$ cat src/rtl/accel_pkg.sv
// Shared sizing defaults and the lane packing helper for the tilt filter.
package accel_pkg;

  localparam int NCH        = 2;  // accelerometer channels
  localparam int DW         = 9;  // sample width, two's complement
  localparam int LOG2_DEPTH = 3;  // averaging window is 2^LOG2_DEPTH samples
  localparam int STEPW      = 4;  // step width, two's complement

  // LSB position of lane 'lane' in a packed vector of 'w'-bit lanes.
  // Only ever evaluated at elaboration time.
  function automatic int lane_lsb(input int lane, input int w);
    return lane * w;
  endfunction

endpackage

$ cat src/rtl/accel_avg_ch.sv
// One channel: circular window buffer, running sum, registered average and
// the dead-zoned, clamped motion step derived from that average.
module accel_avg_ch
  import accel_pkg::*;
#(
  parameter int DW         = accel_pkg::DW,
  parameter int LOG2_DEPTH = accel_pkg::LOG2_DEPTH,
  parameter int DEADZONE   = 16,
  parameter int SHIFT      = 2,
  parameter int STEPW      = accel_pkg::STEPW
) (
  input  logic                    clk,
  input  logic                    reset,
  input  logic                    clear,
  input  logic                    accept,
  input  logic                    load_step,
  input  logic [LOG2_DEPTH-1:0]   wptr,
  input  logic signed [DW-1:0]    sample,
  output logic signed [DW-1:0]    filt,
  output logic signed [STEPW-1:0] step
);

  localparam int DEPTH = 1 << LOG2_DEPTH;
  localparam int SW    = DW + LOG2_DEPTH;
  localparam logic [DW:0] DZ   = (DW+1)'(DEADZONE);
  localparam logic [DW:0] MAXS = (DW+1)'((1 << (STEPW-1)) - 1);

  logic signed [DW-1:0] ring_q [DEPTH];
  logic signed [SW-1:0] sum_q, sum_nxt;
  logic signed [DW:0]   fext;
  logic [DW:0]          mag, over, mag_step;
  logic signed [STEPW-1:0] step_nxt;

  // Running sum: add the newcomer, drop the sample it overwrites.
  always_comb begin
    sum_nxt = sum_q + SW'(sample) - SW'(ring_q[wptr]);
  end

  // Step from the registered average; |filt| at DW+1 bits so the most
  // negative sample cannot overflow, and the clamp keeps the step symmetric.
  always_comb begin
    fext     = (DW+1)'(filt);
    mag      = fext[DW] ? $unsigned(-fext) : $unsigned(fext);
    over     = (mag - DZ) >> SHIFT;
    mag_step = '0;
    if (mag > DZ) mag_step = (over > MAXS) ? MAXS : over;
    step_nxt = fext[DW] ? -STEPW'(mag_step) : STEPW'(mag_step);
  end

  // Window state, average and step registers; clear flushes like reset.
  always_ff @(posedge clk or negedge reset) begin
    if (!reset) begin
      for (int i = 0; i < DEPTH; i++) ring_q[i] <= '0;
      sum_q <= '0;
      filt  <= '0;
      step  <= '0;
    end else if (clear) begin
      for (int i = 0; i < DEPTH; i++) ring_q[i] <= '0;
      sum_q <= '0;
      filt  <= '0;
      step  <= '0;
    end else begin
      if (accept) begin
        ring_q[wptr] <= sample;
        sum_q        <= sum_nxt;
        filt         <= DW'(sum_nxt >>> LOG2_DEPTH);
      end
      if (load_step) step <= step_nxt;
    end
  end

endmodule

$ cat src/rtl/accel_tilt_filter.sv
// Multi-channel accelerometer window averager with a periodic motion step.
// Holds the shared write pointer, fill counter and step tick counter.
module accel_tilt_filter
  import accel_pkg::*;
#(
  parameter int NCH        = accel_pkg::NCH,
  parameter int DW         = accel_pkg::DW,
  parameter int LOG2_DEPTH = accel_pkg::LOG2_DEPTH,
  parameter int DEADZONE   = 16,
  parameter int SHIFT      = 2,
  parameter int STEPW      = accel_pkg::STEPW,
  parameter int TICK_DIV   = 1000000
) (
  input  logic                 clk,
  input  logic                 reset,
  input  logic                 enable,
  input  logic                 clear,
  input  logic [NCH*DW-1:0]    sample_in,
  input  logic                 sample_valid,
  output logic [NCH*DW-1:0]    filt_out,
  output logic                 filt_valid,
  output logic [NCH*STEPW-1:0] step_out,
  output logic                 step_valid
);

  localparam int DEPTH = 1 << LOG2_DEPTH;
  localparam int TW    = $clog2(TICK_DIV + 1);

  logic [LOG2_DEPTH-1:0] wptr_q;
  logic [LOG2_DEPTH:0]   fill_q;
  logic [TW-1:0]         tick_q;
  logic                  accept, tick_tc, load_step;

  assign accept     = sample_valid & enable & ~clear;
  assign tick_tc    = enable & (tick_q == TW'(TICK_DIV - 1));
  assign filt_valid = (fill_q == (LOG2_DEPTH+1)'(DEPTH));
  // The step samples the pre-accept average, so filt_valid here is also pre-accept.
  assign load_step  = tick_tc & filt_valid & ~clear;

  // Shared pointer, saturating fill count, tick divider and step strobe.
  always_ff @(posedge clk or negedge reset) begin
    if (!reset) begin
      wptr_q     <= '0;
      fill_q     <= '0;
      tick_q     <= '0;
      step_valid <= 1'b0;
    end else if (clear) begin
      wptr_q     <= '0;
      fill_q     <= '0;
      tick_q     <= '0;
      step_valid <= 1'b0;
    end else begin
      if (accept) begin
        wptr_q <= wptr_q + 1'b1;
        if (!filt_valid) fill_q <= fill_q + 1'b1;
      end
      if (enable) tick_q <= tick_tc ? '0 : tick_q + 1'b1;
      step_valid <= load_step;
    end
  end

  for (genvar c = 0; c < NCH; c++) begin : g_ch
    accel_avg_ch #(
      .DW(DW), .LOG2_DEPTH(LOG2_DEPTH), .DEADZONE(DEADZONE),
      .SHIFT(SHIFT), .STEPW(STEPW)
    ) u_ch (
      .clk       (clk),
      .reset     (reset),
      .clear     (clear),
      .accept    (accept),
      .load_step (load_step),
      .wptr      (wptr_q),
      .sample    (sample_in[lane_lsb(c, DW) +: DW]),
      .filt      (filt_out[lane_lsb(c, DW) +: DW]),
      .step      (step_out[lane_lsb(c, STEPW) +: STEPW])
    );
  end

endmodule

$ cat config.mk
export PLATFORM = sky130hd
export DESIGN_NAME = accel_tilt_filter
export DESIGN_NICKNAME = d
export VERILOG_FILES = /design/src/rtl/accel_pkg.sv /design/src/rtl/accel_avg_ch.sv /design/src/rtl/accel_tilt_filter.sv
export SDC_FILE = /design/constraint.sdc
export NUM_CORES = 1
export LEC_CHECK = 0
export CORE_MARGIN = 2
export CORE_UTILIZATION = 60
export CTS_CLUSTER_DIAMETER = 60
export DETAILED_ROUTE_END_ITERATION = 8
export GPL_ROUTABILITY_DRIVEN = 0
export PLACE_DENSITY_LB_ADDON = 0.2
export SLEW_MARGIN = 30
export SYNTH_ARGS = -nofsm -noshare
export SYNTH_HDL_FRONTEND = slang
export SYNTH_SLANG_ARGS = --single-unit
$ cat constraint.sdc
create_clock -name clk -period 10.7 [get_ports clk]
set_clock_uncertainty 0.2 [all_clocks]
set_input_delay 2.14 -clock clk [delete_from_list [all_inputs] [get_ports clk]]
set_output_delay 2.14 -clock clk [all_outputs]
set_load 0.1 [all_outputs]
Yosys cells after proc, flatten, opt, wreduce, memory -nomap -nowiden. Index checks and enable logic that the tools add are counted.

$add $sub $neg: 13. Order comparisons: 6. Equal/unequal tests: 3. Muxes and demuxes: 43. Bitwise operators: 7. Reductions and logical operators: 5.

Operators by type and width (count): $mux 72 (4); $bwmux 72 (2); $mux 9 (9); $mux 20 (3); $bmux 9 s3 (2); $mux 4 (13); $mux 12 (4); $demux 9 s3 (1); $add 12x9->12 (2); $sub 12x9->12 (2); $add 20x1->20 const B (1); $eq 20x20->1 const B (1); $gt 10x5->1 const B (2); $mux 10 (2); $neg 9->10 (2); $sub 10x5->10 const B (2); $gt 8x3->1 const B (2); $neg 4->4 (2); $mux 3 (2); $reduce_bool 2->1 (3); $and 1x1->1 (5); $add 4x1->4 const B (1); $eq 4x4->1 const B (1); $ge 4x4->1 const B (1); 8 further kinds (8).

Flip-flop bits (word level): 222. Output and inout bits: 28.

Logic depth before layout (Yosys ltp).
Depth in word-level cells: 10. Gate-level depth with buffers: 17. Gate-level depth less buffers: 16.

By module. From an unflattened synthesis, not the netlist that was laid out.

Cell total of the unflattened synthesis: 1465. Area, all modules: 12618.4 um2.

By module, submodules not included: accel_avg_ch (g_ch[1].u_ch) (instances 1, cells each 653, area an instance 5580.4 um2, sequential area each 2202.1 um2); accel_avg_ch (g_ch[0].u_ch) (instances 1, cells each 659, area an instance 5571.6 um2, sequential area each 2202.1 um2); accel_tilt_filter (instances 1, cells each 153, area an instance 1466.4 um2, sequential area each 700.7 um2).

Least setup slack after synthesis. No wires, ideal clock.

Path kind: input to register. Start: in sample_in[10]. End: reg g_ch[1].u_ch.sum_q[11]. Library setup time: 125 ps. Arrival: 4720 ps. Data required time: 10375 ps. Slack: 5656 ps. Cell stages on the path: 12. Cells stage by stage: clkbuf_1 inv_1 fa_1 inv_1 ha_1 a21o_1 a21oi_1 o21a_1 o311ai_0 a21oi_1 mux2i_1 mux2_2.

Word-level cells in the longest chain between the ends: 4.

Ends and longest elaborated chain: from (decl) (line accel_tilt_filter.sv:18) `input logic [NCH*DW-1:0] sample_in,`; $add 12x9->12 (line accel_avg_ch.sv:36) `sum_nxt = sum_q + SW'(sample) - SW'(ring_q[wptr]);`; $sub 12x9->12 (line accel_avg_ch.sv:36); $mux 12 (line accel_avg_ch.sv:63) `if (accept) begin`; $mux 12 (line accel_avg_ch.sv:57) `end else if (clear) begin`; to (signal assigned) (line accel_avg_ch.sv:65) `sum_q <= sum_nxt;`; to (decl) (line accel_avg_ch.sv:29) `logic signed [SW-1:0] sum_q, sum_nxt;`.

Every way passes these cells. The select of a mux whose other input is x is not followed. A chain may end at the register's enable or synchronous reset.

Worst setup path in the final report.
Start: in sample_in[1]. End: reg g_ch[0].u_ch.sum_q[11].

Word-level cells in the longest chain between the ends: 4.

Ends and longest elaborated chain (line): $add 12x9->12 (accel_avg_ch.sv:36); $sub 12x9->12 (accel_avg_ch.sv:36); $mux 12 (accel_avg_ch.sv:63); $mux 12 (accel_avg_ch.sv:57); to (signal assigned) (accel_avg_ch.sv:65); to (decl) (accel_avg_ch.sv:29).

Every way passes these cells. The select of a mux whose other input is x is not followed.

==> flow_metrics.tcl <==
set metrics [dict create \
    die_extent_in_y_um 145 \
    grt_first_pass_wirelength_um 51900 \
    required_time_of_the_worst_setup_path_ns 10.89 \
    fin_area_sq_um 13200 \
    pin_count 51 \
    hold_slack_ns 0.281 \
    post_cts_hold_buffer_count 0 \
    detailedRoute.firstIterationViolations 1002 \
    nNetsFinal 1477 \
    share_of_the_synthesized_area_in_the_top_cell_type_pct 42.8 \
    worst_skew_pair.late_latency_ns 0.51 \
    cts_root_buf "clkbuf_16" \
    numCtsBuffers 23 \
    cts.reportedPaths.clkPinSlew_ns 0.06 \
    synth_warnings 0 \
    synth_edf_count 0 \
    detail_route.wl_per_cell_um 19.2 \
    final_core_utilization_pct 67.7 \
    postCtsResizedCells 0 \
    clock_tree_from_tritoncts "done" \
    run_status "finished, final reports clean" \
    leakage_nw 5.65 \
    post_synth.cell_area_avg_sq_um 8.41 \
    power.density_nw_per_um2 184 \
    peak_supply_drop_v 0.000115 \
    num_vias 10200 \
    maximum_number_of_pins_on_one_net_before_global_route_repair 101 \
    grt_util_all_layers_pct 30.5 \
    setup-violations-final 0 \
    ctsLongestPathBuffers 3 \
    syn_to_final_growth_pct 10.6 \
    antenna_cells 0 \
    seq_area_frac_synth_pct 42.8 \
    totalPowerFinal_mw 2.42 \
    critical_path_buf_inv_count 3 \
    top_ff_cell_synth "dfrtp_1" \
    ys_ff_latch 204 \
    final_cell_count_no_fill 1674 \
    grt_overflow 0 \
    final_common_cell "nand2_1" \
    place_area_sq_um 12400 \
    placedCellCount 1634 \
    wl_um 32200 \
    buffer_ports.inserted 50 \
    min_period_ns 5.23 \
    max_freq_ghz 0.191 \
    criticalPathCategory "in -> reg" \
    max_cap_viol_count 0 \
    timing.final.ws_setup_ns 5.47 \
    postRouteAntennaNets 0 \
    drt_drc_violations_left 0 \
    start_kind "input pin" \
    finalSetupTns_ns 0 \
    tightestPinTransition_ns 1.08 \
    hpwl_um 19500 \
    worst-endpoint-arrival_ns 5.42 \
    min_period_over_period_pct 48.8 \
    report.final.hold_viol_count 0 \
    chipWidth_um 145 \
    hold_path_class "reg -> reg" \
    critPathMaxFanout 9 \
    summed_instance_area_of_the_synthesized_netlist_sq_um 11900 \
    report.final.slew_viol_count 0 \
    unrepaired_setup_endpoints_after_global_routing "no" \
    synth_area_leader_cell "dfrtp_1" \
    antenna_found_initial 0 \
    syn-instance-count 1417 \
    synthDistinctLibCells 68 \
    htree_num_levels 1 \
    dieArea_sq_um 21000 \
    crit_path_end_kind "register" \
    drt-pass1-iter-count 5 \
    clock_sink_count 204 \
    path_cells "clkdlybuf4s50_1, inv_1, fa_1, inv_1, ha_1, a21o_1, a21oi_1, o21a_1, o311ai_0, a21oi_1, mux2i_1, mux2_2" \
    post_cts.repair.setup_buffers 0 \
    layout.cells.most_common_list "nand2_1 (361), dfrtp_1 (204), a21oi_1 (182)" \
    pre_cts_slack_ns 4.98 \
    cp_top_family "compound AO/OA/AOI/OAI gates" \
    avgViaCountPerCell 6.07 \
    fill_cells 1580 \
    synth.net_count 1499 \
    vias_in_the_first_global_route 9909 \
    cpMaxStageDelayCell "clkdlybuf4s50_1" \
    cp_slowest_stage_delay_ns 0.64 \
    ys_top_cells_by_area "dfrtp_1 (43%), nand2_1 (11%), a21oi_1 (7.6%), a22oi_1 (4.6%), ha_1 (3.9%)" \
    share_of_post_route_cells_with_drive_strength_above_1_pct 5.61 \
    core_sq_um 19500 \
    maxSlewHeadroom_pct 27.6 \
    rows 51 \
    synth_async_sr_flop_share_pct 100 \
    start_util_pct 61.3 \
]
## cells by family after synthesis
group	share of synthesized area [%]
XOR/XNOR	3.75
multiplexers	0.693
buffers and inverters	7.37
AND/OR/NAND/NOR	19.6
AO/OA/AOI/OAI	18.2
flip-flops	42.8
adder cells (fa/ha/maj)	7.58
## registers in the layout, indices dropped and copies added, names as in the netlist
name              flops
fill_q                4
g_ch.u_ch.ring_q    144
g_ch.u_ch.step        8
g_ch.u_ch.sum_q      24
step_valid            1
tick_q               20
wptr_q                3
## where the power goes
part,internal [mW],switching [mW]
Combinational,0.288,0.500
Clock,0.476,0.316
Sequential,0.795,0.0451
Total,1.56,0.860
## metal layers
| layer | up-vias | global-route usage [%] | routed length, um |
|---|---|---|---|
| li1 | 4727 | - | - |
| met2 | 420 | 49.8 | 15200 |
| met5 | - | 0 | 0 |
| met1 | 4927 | 41.3 | 13400 |
| met4 | 0 | 11.7 | 1110 |
| met3 | 93 | 4.75 | 2560 |
## synthesized netlist by cell type (6+ instances only)
master    instances
a22oi_1          73
a21o_1           13
fa_1             22
nand2_1         361
a211oi_1          6
o21ai_0          14
inv_1            96
nand4_1          23
buf_4            20
and2_1            8
a21oi_1         182
clkbuf_1         83
o21a_1            6
nand3_1          14
xnor2_1          26
o31ai_1           7
o21bai_1          7
buf_2             6
ha_1             37
nor3_1            9
mux2i_1           6
nor2_1           64
dfrtp_1         204
xor2_1           25
nand2b_1          9
a31oi_1           9
## worst reg2reg max path, cell delays in order (launching register included)
cell and delay [ns]:
dfrtp_1 0.54, nor3b_2 0.90, buf_4 0.37, a22oi_1 0.13, nand4_1 0.16, fa_1 0.41
inv_1 0.11, ha_1 0.24, a21o_1 0.18, a21oi_1 0.26, o21a_1 0.22, o311ai_0 0.14
a21oi_1 0.21, mux2i_1 0.22, mux2_2 0.35
## final timing paths
kind	slack, ns	depth (start not counted)	to	start
worst max-delay path	5.47	12	g_ch[0].u_ch.sum_q[11]	sample_in[1]
worst min-delay path	0.28	2	g_ch[1].u_ch.step[3]	g_ch[1].u_ch.step[3]
worst max register to register	5.94	14	g_ch[1].u_ch.sum_q[11]	wptr_q[0]
worst min register to register	0.28	2	g_ch[1].u_ch.step[3]	g_ch[1].u_ch.step[3]
max in group asynchronous	7.45	2	g_ch[0].u_ch.ring_q[0]	reset
min in group asynchronous	1.49	1	tick_q[8]	reset
## final cells by class
class,instances,area [sq um],area share (%)
timing repair buffer,66,641,4.86
inverter,99,372,2.82
multi-input combinational,1001,5980,45.4
tap,265,332,2.52
clock inverter,8,96.3,0.731
clock buffer,31,656,4.97
sequential,204,5100,38.7
Note: power is estimated with default switching activity, not from simulation.
